===== src/rtl/flash_pkg.sv =====
// Shared constants and state encoding for the flash read master and its helpers.
package flash_pkg;

    localparam int ADDR_W   = 23;
    localparam int DATA_W   = 32;
    localparam int SAMPLE_W = 16;

    localparam logic [3:0] BYTEENABLE_ALL = 4'b1111;

    typedef enum logic [3:0] {
        ST_IDLE      = 4'd0,
        ST_REQ       = 4'd1,
        ST_WAIT_DATA = 4'd2,
        ST_SAMPLE_A  = 4'd3,
        ST_SAMPLE_B  = 4'd4,
        ST_DONE      = 4'd5
    } state_e;

endpackage


===== src/rtl/flash_word_splitter.sv =====
// Splits a fetched flash word into the two audio samples in playback order.
module flash_word_splitter
    import flash_pkg::*;
(
    input  logic [DATA_W-1:0]   word,
    input  logic                reverse,
    output logic [SAMPLE_W-1:0] first,
    output logic [SAMPLE_W-1:0] second
);

    // Reverse playback walks the word from the upper half down.
    assign first  = reverse ? word[DATA_W-1:SAMPLE_W] : word[SAMPLE_W-1:0];
    assign second = reverse ? word[SAMPLE_W-1:0]      : word[DATA_W-1:SAMPLE_W];

endmodule


===== src/rtl/flash_read_master.sv =====
// Fetches one 32-bit flash word over Avalon-MM and plays it out as two 16-bit
// samples on successive sample strobes, then pulses finish.
module flash_read_master
    import flash_pkg::*;
(
    input  logic                clk,
    input  logic                rst,
    input  logic                start,
    input  logic [ADDR_W-1:0]   address,
    input  logic                reverse,
    input  logic                edge_trigger,
    output logic                flash_mem_read,
    output logic [ADDR_W-1:0]   flash_mem_address,
    output logic [3:0]          flash_mem_byteenable,
    input  logic                flash_mem_waitrequest,
    input  logic                flash_mem_readdatavalid,
    input  logic [DATA_W-1:0]   flash_mem_readdata,
    output logic [SAMPLE_W-1:0] audio_out,
    output logic                sample_valid,
    output logic                finish,
    output logic                underrun,
    output logic [3:0]          state
);

    state_e                state_q, state_d;
    logic [ADDR_W-1:0]     addr_q, addr_d;
    logic                  rev_q, rev_d;
    logic [DATA_W-1:0]     word_q, word_d;
    logic                  read_q, read_d;
    logic [SAMPLE_W-1:0]   audio_q, audio_d;
    logic                  sample_valid_q, sample_valid_d;
    logic                  underrun_q, underrun_d;
    logic [SAMPLE_W-1:0]   first_half, second_half;

    flash_word_splitter u_splitter (
        .word    (word_q),
        .reverse (rev_q),
        .first   (first_half),
        .second  (second_half)
    );

    always_comb begin
        // NOTE: every _d gets a default before the case so no path infers a latch.
        state_d        = state_q;
        addr_d         = addr_q;
        rev_d          = rev_q;
        word_d         = word_q;
        audio_d        = audio_q;
        sample_valid_d = 1'b0;
        underrun_d     = 1'b0;

        case (state_q)
            ST_IDLE: begin
                underrun_d = edge_trigger;
                if (start) begin
                    addr_d  = address;
                    rev_d   = reverse;
                    state_d = ST_REQ;
                end
            end
            ST_REQ: begin
                underrun_d = edge_trigger;
                if (!flash_mem_waitrequest) begin
                    if (flash_mem_readdatavalid) begin
                        word_d  = flash_mem_readdata;
                        state_d = ST_SAMPLE_A;
                    end else begin
                        state_d = ST_WAIT_DATA;
                    end
                end
            end
            ST_WAIT_DATA: begin
                underrun_d = edge_trigger;
                if (flash_mem_readdatavalid) begin
                    word_d  = flash_mem_readdata;
                    state_d = ST_SAMPLE_A;
                end
            end
            ST_SAMPLE_A: begin
                if (edge_trigger) begin
                    audio_d        = first_half;
                    sample_valid_d = 1'b1;
                    state_d        = ST_SAMPLE_B;
                end
            end
            ST_SAMPLE_B: begin
                if (edge_trigger) begin
                    audio_d        = second_half;
                    sample_valid_d = 1'b1;
                    state_d        = ST_DONE;
                end
            end
            ST_DONE: begin
                underrun_d = edge_trigger;
                state_d    = ST_IDLE;
            end
            default: state_d = ST_IDLE;
        endcase

        // The read request is live for exactly the cycles spent in REQ.
        read_d = (state_d == ST_REQ);
    end

    always_ff @(posedge clk or negedge rst) begin
        if (!rst) begin
            state_q        <= ST_IDLE;
            addr_q         <= '0;
            rev_q          <= 1'b0;
            word_q         <= '0;
            read_q         <= 1'b0;
            audio_q        <= '0;
            sample_valid_q <= 1'b0;
            underrun_q     <= 1'b0;
        end else begin
            // NOTE: non-blocking updates so every flop samples pre-edge values.
            state_q        <= state_d;
            addr_q         <= addr_d;
            rev_q          <= rev_d;
            word_q         <= word_d;
            read_q         <= read_d;
            audio_q        <= audio_d;
            sample_valid_q <= sample_valid_d;
            underrun_q     <= underrun_d;
        end
    end

    assign flash_mem_read       = read_q;
    assign flash_mem_address    = addr_q;
    assign flash_mem_byteenable = BYTEENABLE_ALL;
    assign audio_out            = audio_q;
    assign sample_valid         = sample_valid_q;
    assign finish               = (state_q == ST_DONE);
    assign underrun             = underrun_q;
    assign state                = state_q;

endmodule


===== config.mk =====
export PLATFORM = sky130hd
export DESIGN_NAME = flash_read_master
export DESIGN_NICKNAME = d
export VERILOG_FILES = /design/src/rtl/flash_pkg.sv /design/src/rtl/flash_word_splitter.sv /design/src/rtl/flash_read_master.sv
export SDC_FILE = /design/constraint.sdc
export NUM_CORES = 1
export LEC_CHECK = 0
export BUFFER_PORTS_ARGS = -buffer_cell sky130_fd_sc_hd__buf_2
export CORE_MARGIN = 2
export CORE_UTILIZATION = 49
export CTS_CLUSTER_DIAMETER = 120
export DETAILED_ROUTE_END_ITERATION = 7
export PLACE_DENSITY = 0.79
export SYNTH_ARGS = -nofsm -noshare
export SYNTH_HDL_FRONTEND = slang
export SYNTH_SLANG_ARGS = --single-unit

===== constraint.sdc =====
create_clock -name clk -period 1.8 [get_ports clk]
set_input_delay 0.18 -clock clk [delete_from_list [all_inputs] [get_ports clk]]
set_output_delay 0.18 -clock clk [all_outputs]
set_load 0.03 [all_outputs]

==> flow_metrics.py <==
metrics = {
    "setup_path": {
        "startpoint_type": "flop",
        "worst-endpoint-required_ns": 2.02,
        "critPathTopFamily": "flip-flops",
        "worst-setup-path-type": "reg2reg",
        "cp-end-kind": "flop",
        "critPathMaxStageDelay_ns": 0.50,
        "cp_cell_sequence": "nor4b_4 > xnor2_2 > buf_12 > mux2i_1 > a21oi_1",
        "rr_startpoint": "state[1]$_DFF_PN0_",
        "critPathBufInv": 1,
        "reg2regPathDepth": 5,
        "arrival_worst_endpoint_ns": 1.88,
        "critical-path-slowest-cell": "sky130_fd_sc_hd__dfrtp_2",
        "flop2flop_setup_slack_ns": 0.14,
        "cp_max_fo": 16,
        "worst_r2r_endpoint": "audio_out[3]$_DFFE_PN0P_",
    },
    "pwr": {
        "power.ir.vdd_worst_mv": 1.048,
        "power_density_nw_per_um2": 1542,
        "p_leak_nw": 2.027,
    },
    "cells_and_area": {
        "diodes": 0,
        "nets": 408,
        "n_fill_cell": 481,
        "synthToLayoutAreaGrowth_pct": 28.36,
        "final_cells": 428,
        "most_common_cell_after_layout_fill_and_taps_aside": "sky130_fd_sc_hd__buf_2",
        "most-common-layout-cells": "107 x sky130_fd_sc_hd__buf_2, 77 x sky130_fd_sc_hd__dfrtp_1, 56 x sky130_fd_sc_hd__mux2_2",
        "drive_gt1_frac": 0.5670,
    },
    "route": {
        "detail_route.wl_per_cell_um": 14.72,
        "antenna_violating_nets_post_route": 0,
        "first_iter_violations": 121,
        "via_per_inst": 5.114,
        "drc": 0,
        "drt_pass1_iterations": 4,
        "detailroute.via_count": 2189,
        "routed_wl_um": 6300,
    },
    "timing": {
        "period_share": 0.9208,
        "grt_setup_unrepaired": "false",
        "final-hold-violation-count": 0,
        "layout_min_cycle_time_ns": 1.657,
        "setup_violations": 0,
        "tns_ns": 0,
        "fin_worst_skew_ns": 0.006206,
        "maxClockFrequency_ghz": 0.6033,
        "maxSlewViolCount": 0,
    },
    "clock_network": {
        "cts.repair_timing.setup_buffer_count": 0,
        "cts_root_buffer": "sky130_fd_sc_hd__clkbuf_8",
        "cts_buffers": 9,
        "cts.path.max_buffers": 2,
        "clkTransAtPathRegs_ns": 0.09,
        "worstSkewPairLatency_ns": 0.34,
        "ctsHtreeMaxLevel": 3,
        "cts_num_sinks": 79,
        "tritoncts": "yes",
    },
    "floorplan": {
        "boundaryPins": 113,
        "die_area_um2": 7293,
        "num_rows": 29,
        "die_h_um": 85.40,
        "chipWidth_um": 85.40,
        "design.core.area_um2": 6386,
        "floorplan.initialDensity": 0.5084,
    },
    "synth": {
        "ys_async_sr_fraction": 1.000,
        "synth_top_flop_cell": "sky130_fd_sc_hd__dfrtp_1",
        "synth-edff-count": 0,
        "synth_cell_types": 27,
        "post_synthesis_simple_gate_area_fraction": 0.06590,
        "netlist_instances": 229,
        "synthesis.yosys.warnings": 0,
        "synth_xor_xnor_area_share": 0.005010,
        "fraction_of_the_yosys_area_taken_by_sequential_cells": 0.6089,
        "synth.ff_latch_count": 79,
        "synth_area_per_cell_um2": 14.18,
        "synth_top_family_by_area": "multiplexers",
        "synthMuxAreaShare": 0.2466,
        "mappedNetlistArea_um2": 3247,
        "synth-adder-area-share": 0,
        "synth_compound_area_frac": 0.03815,
    },
    "global_route": {
        "total_global_route_track_usage": 0.1861,
        "grt_max_degree": 34,
        "groute.layer.met2.usage": 0.3111,
        "grt.overflow.total": 0,
        "use_met3": 0.05447,
        "grt_antenna_before_repair": 0,
        "grt_pass1_wl_um": 10560,
        "globalRoute.busiestLayer": "met2",
        "first_global_vias": 2291,
        "grtUsageMet1": 0.2211,
    },
    "status": {
        "result_of_the_run": "finished, final reports clean",
    },
    "placed_design": {
        "portBuffers": 108,
        "detailed_place_hpwl_um": 4604,
        "post-place-cells": 411,
        "gp_congestion": 0.8557,
    },
    "hold_path": {
        "timing.hold.worst.start": "flash_mem_readdata[16]",
        "hold_end": "word_q[16]$_DFFE_PN0P_",
        "min_path_cells": 2,
        "hold_class": "in2reg",
    },
    "job": {
        "max_capacitance_violation_count": 0,
    },
}
-- sequential cells by signal, summed over array words and instances (netlist names) --
signal,cells
audio_out,16
flash_mem_address,23
flash_mem_read,1
rev_q,1
sample_valid,1
state,4
underrun,1
word_q,32
-- worst max-delay path by stage --
stage	from	to	slack, ns	depth (start not counted)
after floorplan	state[2]$_DFF_PN0_	flash_mem_address[10]$_DFFE_PN0P_	0.01	5
after global placement	state[1]$_DFF_PN0_	word_q[1]$_DFFE_PN0P_	0.12	4
after detailed placement	state[0]$_DFF_PN0_	word_q[17]$_DFFE_PN0P_	0.02	4
after CTS	state[0]$_DFF_PN0_	word_q[17]$_DFFE_PN0P_	0.01	4
after global routing	state[1]$_DFF_PN0_	audio_out[0]$_DFFE_PN0P_	0.05	5
final	state[1]$_DFF_PN0_	audio_out[3]$_DFFE_PN0P_	0.14	5
-- per-layer routing --
metal	routed length, um	vias up	share of wire
met5	0	-	0
met4	123	0	0.020
met3	513	12	0.081
met2	3089	91	0.49
met1	2574	1058	0.41
li1	-	1028	-
-- cell families after synthesis --
group,count (synthesis)
AOI/OAI and AO/OA,21
and+or+nand+nor,37
xor gates and xnor gates,1
buffers and inverters,16
other,2
DFF,79
muxes,73
-- Yosys cell counts (2+ instances only) --
| cell | n | share of area |
|---|---|---|
| sky130_fd_sc_hd__a21oi_1 | 18 | 0.028 |
| sky130_fd_sc_hd__buf_2 | 5 | 0.0077 |
| sky130_fd_sc_hd__buf_4 | 9 | 0.021 |
| sky130_fd_sc_hd__conb_1 | 2 | 0.0023 |
| sky130_fd_sc_hd__dfrtp_1 | 79 | 0.61 |
| sky130_fd_sc_hd__mux2_2 | 56 | 0.19 |
| sky130_fd_sc_hd__mux2i_1 | 17 | 0.052 |
| sky130_fd_sc_hd__nand2_1 | 2 | 0.0023 |
| sky130_fd_sc_hd__nor2_1 | 18 | 0.021 |
| sky130_fd_sc_hd__nor2b_1 | 2 | 0.0039 |
| sky130_fd_sc_hd__nor3_1 | 4 | 0.0062 |
| sky130_fd_sc_hd__nor3b_1 | 2 | 0.0046 |
-- timing repair --
item | CTS | global route
hold endpoints to repair | 28 | 0
endpoints found under the setup margin | 0 | 33
hold buffers | 1 | 0
gates resized for setup | 0 | 2
-- power by group --
part | leakage [nW] | internal, mW | switching [mW] | total, mW
registers | 0.941 | 2.44 | 0.343 | 2.78
clock network | 0.111 | 0.801 | 0.675 | 1.48
logic | 0.976 | 0.908 | 1.26 | 2.17
total | 2.03 | 4.15 | 2.28 | 6.43
-- area by class of cell --
type / instances / area [um^2] / area share
clock buffers: 9 / 123.9 / 0.02972
clock inverters: 7 / 102.6 / 0.02462
multi-input cells: 137 / 1187 / 0.2849
flip-flops and latches: 79 / 1979 / 0.4749
well taps: 77 / 96.34 / 0.02312
repair buffers: 119 / 678.2 / 0.1627
-- per-stage QoR --
| stage | util | power [mW] | area, um^2 | hold WS, ns | setup WS (ns) |
|---|---|---|---|---|---|
| finish | 0.6526 | 6.428 | 4168 | 0.06287 | 0.1426 |
| global route | 0.6526 | 6.800 | 4168 | 0.04945 | 0.05249 |
| CTS | 0.6516 | 6.515 | 4161 | 0.03943 | 0.01405 |
| detailed placement | 0.6146 | 5.012 | 3925 | 0.1368 | 0.02378 |
| global placement | 0.6146 | 4.914 | 3925 | 0.1276 | 0.1244 |
| floorplan | - | 4.318 | 3259 | -0.1156 | 0.01411 |
No activity file was read; power rests on OpenSTA's default activity.
